### src/rtl/vslc_timer_pkg.sv
// vslc_timer_pkg: shared state encoding and defaults for the VSLC timer bank
package vslc_timer_pkg;
    typedef enum logic [1:0] {
        ST_IDLE = 2'd0,
        ST_LOW  = 2'd1,
        ST_HIGH = 2'd2,
        ST_DONE = 2'd3
    } state_t;
    localparam int DEFAULT_WIDTH = 8;
endpackage

### src/rtl/tt_um_jimktrains_vslc_timer_chan.sv
// tt_um_jimktrains_vslc_timer_chan: one asymmetric PWM/interval timer channel
module tt_um_jimktrains_vslc_timer_chan
    import vslc_timer_pkg::*;
#(
    parameter int WIDTH = DEFAULT_WIDTH
) (
    input  logic             clk,
    input  logic             rst_n,
    input  logic [WIDTH-1:0] period_lo,
    input  logic [WIDTH-1:0] period_hi,
    input  logic             enable,
    input  logic             oneshot,
    input  logic             trigger,
    output logic             timer_output,
    output logic             wrap,
    output logic             busy
);
    state_t           r_state;
    logic [WIDTH-1:0] r_cnt;
    logic             r_out;
    logic             r_wrap;
    logic [WIDTH:0]   w_cnt_ext;
    logic             w_lo_done;
    logic             w_hi_done;
    logic             w_end;

    // Compare one bit wider than the counter so a lowered period ends the phase instead of wrapping
    assign w_cnt_ext = {1'b0, r_cnt};
    assign w_lo_done = w_cnt_ext >= {1'b0, period_lo};
    assign w_hi_done = (w_cnt_ext + {{WIDTH{1'b0}}, 1'b1}) >= {1'b0, period_hi};
    assign w_end     = (r_state == ST_LOW && w_lo_done && period_hi == '0) || (r_state == ST_HIGH && w_hi_done);

    // Channel FSM: enable beats trigger beats terminal count
    always_ff @(posedge clk or negedge rst_n) begin
        if (!rst_n) begin
            r_state <= ST_IDLE;
            r_cnt   <= '0;
            r_out   <= 1'b0;
            r_wrap  <= 1'b0;
        end else if (!enable) begin
            r_state <= ST_IDLE;
            r_cnt   <= '0;
            r_out   <= 1'b0;
            r_wrap  <= 1'b0;
        end else if (trigger) begin
            r_state <= ST_LOW;
            r_cnt   <= '0;
            r_out   <= 1'b0;
            r_wrap  <= 1'b0;
        end else begin
            r_wrap <= w_end;
            case (r_state)
                ST_IDLE: begin
                    r_state <= ST_LOW;
                    r_cnt   <= '0;
                    r_out   <= 1'b0;
                end
                ST_LOW: begin
                    if (w_lo_done) begin
                        r_cnt   <= '0;
                        r_out   <= period_hi != '0;
                        r_state <= period_hi != '0 ? ST_HIGH : (oneshot ? ST_DONE : ST_LOW);
                    end else begin
                        r_cnt <= r_cnt + 1'b1;
                    end
                end
                ST_HIGH: begin
                    if (w_hi_done) begin
                        r_cnt   <= '0;
                        r_out   <= 1'b0;
                        r_state <= oneshot ? ST_DONE : ST_LOW;
                    end else begin
                        r_cnt <= r_cnt + 1'b1;
                    end
                end
                default: r_out <= 1'b0;
            endcase
        end
    end

    assign timer_output = r_out;
    assign wrap         = r_wrap;
    assign busy         = r_state == ST_LOW || r_state == ST_HIGH;
endmodule

### src/rtl/tt_um_jimktrains_vslc_timer_bank.sv
// tt_um_jimktrains_vslc_timer_bank: bank of independent PWM/interval timer channels
module tt_um_jimktrains_vslc_timer_bank
    import vslc_timer_pkg::*;
#(
    parameter int WIDTH    = DEFAULT_WIDTH,
    parameter int CHANNELS = 4
) (
    input  logic                      clk,
    input  logic                      rst_n,
    input  logic [CHANNELS*WIDTH-1:0] period_lo,
    input  logic [CHANNELS*WIDTH-1:0] period_hi,
    input  logic [CHANNELS-1:0]       enable,
    input  logic [CHANNELS-1:0]       oneshot,
    input  logic [CHANNELS-1:0]       trigger,
    output logic [CHANNELS-1:0]       timer_output,
    output logic [CHANNELS-1:0]       wrap,
    output logic [CHANNELS-1:0]       busy
);
    for (genvar c = 0; c < CHANNELS; c++) begin : g_chan
        tt_um_jimktrains_vslc_timer_chan #(.WIDTH(WIDTH)) u_chan (
            .clk         (clk),
            .rst_n       (rst_n),
            .period_lo   (period_lo[c*WIDTH +: WIDTH]),
            .period_hi   (period_hi[c*WIDTH +: WIDTH]),
            .enable      (enable[c]),
            .oneshot     (oneshot[c]),
            .trigger     (trigger[c]),
            .timer_output(timer_output[c]),
            .wrap        (wrap[c]),
            .busy        (busy[c])
        );
    end
endmodule

### config.mk
export PLATFORM = sky130hd
export DESIGN_NAME = tt_um_jimktrains_vslc_timer_bank
export DESIGN_NICKNAME = d
export VERILOG_FILES = /design/src/rtl/vslc_timer_pkg.sv /design/src/rtl/tt_um_jimktrains_vslc_timer_chan.sv /design/src/rtl/tt_um_jimktrains_vslc_timer_bank.sv
export SDC_FILE = /design/constraint.sdc
export NUM_CORES = 1
export LEC_CHECK = 0
export BUFFER_PORTS_ARGS = -buffer_cell sky130_fd_sc_hd__clkbuf_2
export CAP_MARGIN = 20
export CORE_ASPECT_RATIO = 0.7
export CORE_MARGIN = 2
export CORE_UTILIZATION = 63
export CTS_BUF_LIST = sky130_fd_sc_hd__clkbuf_4 sky130_fd_sc_hd__clkbuf_8
export DETAILED_ROUTE_END_ITERATION = 8
export PLACE_DENSITY = 0.9
export SYNTH_ARGS = -nofsm -noshare
export SYNTH_HDL_FRONTEND = slang
export SYNTH_HIERARCHICAL = 1
export SYNTH_SLANG_ARGS = --single-unit
### constraint.sdc
create_clock -name clk -period 7.1 [get_ports clk]
set_input_delay 1.065 -clock clk [delete_from_list [all_inputs] [get_ports clk]]
set_output_delay 1.065 -clock clk [all_outputs]
set_load 0.05 [all_outputs]
==> run summary <==
TIMING
------------------------------------------------------------------------------------
Number of endpoints failing setup at the final stage ..................            0
Setup TNS after final layout ..........................................         0 ps
Unrepaired setup endpoints after global routing .......................           no
Slew Limit Fails ......................................................            0
Worst-margin pin slew .................................................       631 ps
Crit share post-route .................................................        0.426
Slew Limit Headroom ...................................................        0.579
Clock period minus final worst setup slack ............................      3030 ps
Final worst clock skew ................................................      11.1 ps
Final hold violation count ............................................            0
Worst Setup Slack, final ..............................................      4070 ps
Achievable Freq .......................................................      330 MHz

POWER AND IR DROP
------------------------------------------------------------------------------------
Comb pwr share ........................................................        0.293
IR Drop Worst-Case VDD ................................................  0.0000831 V
Int Power .............................................................   0.000437 W
Final total power .....................................................   0.000665 W
Static leakage ........................................................      2.93 nW
Reg power frac ........................................................        0.439
Net switching power ...................................................   0.000228 W
Sw Ratio ..............................................................        0.343
Cell Pwr Density ......................................................  127 nW/um^2
Clock power frac ......................................................        0.269

CLOCK TREE
------------------------------------------------------------------------------------
Total clock sinks .....................................................           48
Maximum clock insertion buffer count ..................................            2
Number of buffers inserted for hold repair after clock tree synthesis .            0
Post-cts repair resize count ..........................................            0
Setup bufs post-CTS ...................................................            0
CTS tree ..............................................................         done
Max H-tree Level ......................................................            2
Clock slew at reported path FFs .......................................        90 ps
Root cell of the clock tree ........................................... sky130_fd_sc_hd__clkbuf_8
CTS buffer count ......................................................            5
Worst skew pair latency ...............................................       300 ps

GLOBAL ROUTING
------------------------------------------------------------------------------------
Vias in the first global route ........................................        4,201
Met1 track demand over resource .......................................        0.384
Number of antenna violations at the first check in global routing .....            0
Met2 demand-to-capacity share in global routing .......................        0.503
Pin count of the biggest net entering global routing ..................           49
Wire length of the first global-routing pass ..........................    18,700 um
Aggregate global routing overflow .....................................            0
Met3 Track Usage GR ...................................................       0.0606
Layer carrying the most global-route usage ............................         met2
Global router's overall resource usage ................................        0.293

FLOORPLANNING
------------------------------------------------------------------------------------
Placeable core area ...................................................   6880 sq um
Initial standard-cell utilization of the core .........................        0.663
Die boundary height ...................................................      75.2 um
Die Area ..............................................................   7950 sq um
Site Rows .............................................................           25
Chip width ............................................................       106 um
Total I/O pin count ...................................................           90

PLACED DESIGN
------------------------------------------------------------------------------------
Half-perimeter wire length after placement ............................      9130 um
# port buffers ........................................................           89
Global placement routability congestion ...............................         1.00
Total placed cells including tap cells ................................          736
Post-Place Setup Slack ................................................      4050 ps

SYNTHESIS
------------------------------------------------------------------------------------
Yosys synthesis warning count .........................................            6
Cell area after technology mapping ....................................   4560 sq um
Area contributors post-synth .......................................... sky130_fd_sc_hd__dfrtp_1 (26%), sky130_fd_sc_hd__ha_1 (22%), sky130_fd_sc_hd__inv_1 (9.2%)
Biggest area consumer among synthesized cells ......................... sky130_fd_sc_hd__dfrtp_1
Register bit total from synthesis .....................................           48
Number of nets in the synthesized netlist .............................          710
Proportion of synthesized chip area in sequential cells ...............        0.263
Instance count of the mapped netlist ..................................          552
Top-area cell type share of the netlist area ..........................        0.263
Count of cell types in the netlist ....................................           33
Average cell area after synthesis .....................................   8.27 sq um

ROUTING
------------------------------------------------------------------------------------
DR vias/cell ..........................................................         5.76
Total number of vias ..................................................        4,289
Routed wire length ....................................................    11,000 um
Routed wire length per instance .......................................      14.8 um
Antenna-violating nets left ...........................................            0
1st-iter DRT viols ....................................................          211
DRC viols .............................................................            0
Detailed-router iteration count before antenna repair .................            4

FINISH
------------------------------------------------------------------------------------
Highest-count cells in the layout ignoring fill and taps .............. sky130_fd_sc_hd__inv_1 (112), sky130_fd_sc_hd__clkbuf_2 (89), sky130_fd_sc_hd__ha_1 (80), sky130_fd_sc_hd__nand2_1 (60), sky130_fd_sc_hd__dfrtp_1 (48)
Total Nets Final ......................................................          807
Layout cells sized above 1 ............................................        0.182
Number of non-filler instances in the completed layout ................          744
Core Util, Final ......................................................        0.760
Synth-to-layout area growth ...........................................        14.6%
Commonest non-fill, non-tap cell in the layout ........................ sky130_fd_sc_hd__inv_1
Number of fill cells in the layout ....................................          521
N_diodes ..............................................................            0

SETUP PATH
------------------------------------------------------------------------------------
Worst endpoint required time ..........................................      7290 ps
CP max FO .............................................................            7
CP Capture Type .......................................................    flip-flop
Arrival time at the worst endpoint ....................................      3220 ps
Element type at the critical path start ...............................    flip-flop
Number of cells traversed by the worst register-to-register path ......           11
Path type of the worst setup path .....................................   reg -> reg

MIN PATH
------------------------------------------------------------------------------------
Type of the worst min-delay path ......................................   reg -> reg
Number of cells on the worst hold path ................................            1

OUTCOME
------------------------------------------------------------------------------------
Outcome ............................................................... finished, final reports clean

FLOW RUN
------------------------------------------------------------------------------------
Max-cap viol count ....................................................            0

-- routing by layer --
metal	wire length (um)	up-vias
met5	0	-
li1	-	2094
met1	5010	1965
met3	818	35
met4	216	0
met2	5000	195
-- synthesized netlist by cell type --
| library cell | instances |
|---|---|
| sky130_fd_sc_hd__nor4_1 | 8 |
| sky130_fd_sc_hd__a21oi_1 | 20 |
| sky130_fd_sc_hd__o21ai_0 | 12 |
| sky130_fd_sc_hd__nor3_2 | 4 |
| sky130_fd_sc_hd__inv_1 | 112 |
| sky130_fd_sc_hd__xor2_1 | 12 |
| sky130_fd_sc_hd__o311ai_1 | 4 |
| sky130_fd_sc_hd__o21a_1 | 8 |
| sky130_fd_sc_hd__a21o_1 | 4 |
| sky130_fd_sc_hd__and3_1 | 4 |
| sky130_fd_sc_hd__o22ai_1 | 4 |
| sky130_fd_sc_hd__nand4_1 | 12 |
| sky130_fd_sc_hd__nor2_1 | 28 |
| sky130_fd_sc_hd__o2111a_1 | 4 |
| sky130_fd_sc_hd__o221ai_2 | 4 |
| sky130_fd_sc_hd__a31oi_1 | 4 |
| sky130_fd_sc_hd__dfrtp_1 | 48 |
| sky130_fd_sc_hd__o21ai_1 | 28 |
| sky130_fd_sc_hd__xnor2_1 | 12 |
| sky130_fd_sc_hd__or2b_1 | 4 |
| sky130_fd_sc_hd__o31ai_1 | 4 |
| sky130_fd_sc_hd__a211oi_2 | 8 |
| sky130_fd_sc_hd__a2bb2oi_1 | 4 |
| sky130_fd_sc_hd__nand3_1 | 20 |
| sky130_fd_sc_hd__nand2b_1 | 8 |
| sky130_fd_sc_hd__mux2i_1 | 4 |
| sky130_fd_sc_hd__and2_1 | 4 |
| sky130_fd_sc_hd__nor3_1 | 8 |
| sky130_fd_sc_hd__nand3b_1 | 4 |
| sky130_fd_sc_hd__ha_1 | 80 |
| sky130_fd_sc_hd__a2111oi_2 | 4 |
| sky130_fd_sc_hd__mux2_1 | 8 |
| sky130_fd_sc_hd__nand2_1 | 60 |
-- cell families after synthesis --
group	count (synthesis)	share of synthesized area
AND/OR/NAND/NOR	164	0.174
AO/OA/AOI/OAI	112	0.177
buffers and inverters	112	0.0921
adder cells (fa/ha/maj)	80	0.219
flip-flops	48	0.263
XOR/XNOR	24	0.0461
multiplexers	12	0.0285
-- metrics by stage --
step	cell area, sq um	hold slack [ps]
6_report	5230	536
5_1_grt	5230	567
4_1_cts	5230	542
2_1_floorplan	4560	491
3_3_place_gp	5130	507
3_5_place_dp	5130	521
-- cell type report --
cell class / instances / area, sq um / area share
tap: 94 / 118 / 0.0225
multi-input combinational: 392 / 2940 / 0.562
inverter: 112 / 420 / 0.0803
clock inverter: 1 / 7.51 / 0.00143
timing repair buffer: 90 / 453 / 0.0866
clock buffer: 7 / 90.1 / 0.0172
sequential: 48 / 1200 / 0.230
-- power groups by stage --
stage,clock network (W),logic [W],registers (W)
CTS,0.000181,0.000193,0.000291
global route,0.000193,0.000216,0.000293
global placement,0,0.000182,0.000296
floorplan,0,0.000129,0.000294
detailed placement,0,0.000192,0.000297
finish,0.000179,0.000194,0.000292
-- state kept, by name (all words and copies together), names as in the netlist --
name,count
g_chan.u_chan/r_cnt,32
g_chan.u_chan/r_state,8
g_chan.u_chan/timer_output,4
g_chan.u_chan/wrap,4
-- final timing paths --
check	to	from	slack [ps]
min in group asynchronous	g_chan[1].u_chan/r_state[1]$_DFFE_PN0P_	rst_n	850
max reg2reg	g_chan[2].u_chan/r_state[1]$_DFFE_PN0P_	g_chan[2].u_chan/r_cnt[0]$_DFFE_PN0P_	4070
min	g_chan[2].u_chan/r_state[1]$_DFFE_PN0P_	g_chan[2].u_chan/r_state[1]$_DFFE_PN0P_	540
max	g_chan[2].u_chan/r_state[1]$_DFFE_PN0P_	g_chan[2].u_chan/r_cnt[0]$_DFFE_PN0P_	4070
max in group asynchronous	g_chan[0].u_chan/r_cnt[4]$_DFFE_PN0P_	rst_n	5810
min reg2reg	g_chan[2].u_chan/r_state[1]$_DFFE_PN0P_	g_chan[2].u_chan/r_state[1]$_DFFE_PN0P_	540
-- critical path, cell delays in order (launching register included) --
cell and delay (ps):
sky130_fd_sc_hd__dfrtp_1 510, sky130_fd_sc_hd__ha_1 270, sky130_fd_sc_hd__nand3_1 130, sky130_fd_sc_hd__xnor2_1 220, sky130_fd_sc_hd__inv_1 70, sky130_fd_sc_hd__ha_1 320, sky130_fd_sc_hd__a211oi_2 260, sky130_fd_sc_hd__nand2_1 90
sky130_fd_sc_hd__a211oi_2 260, sky130_fd_sc_hd__nand3b_1 190, sky130_fd_sc_hd__o221ai_2 260, sky130_fd_sc_hd__mux2_1 350
Note: power is estimated with default switching activity, not from simulation.
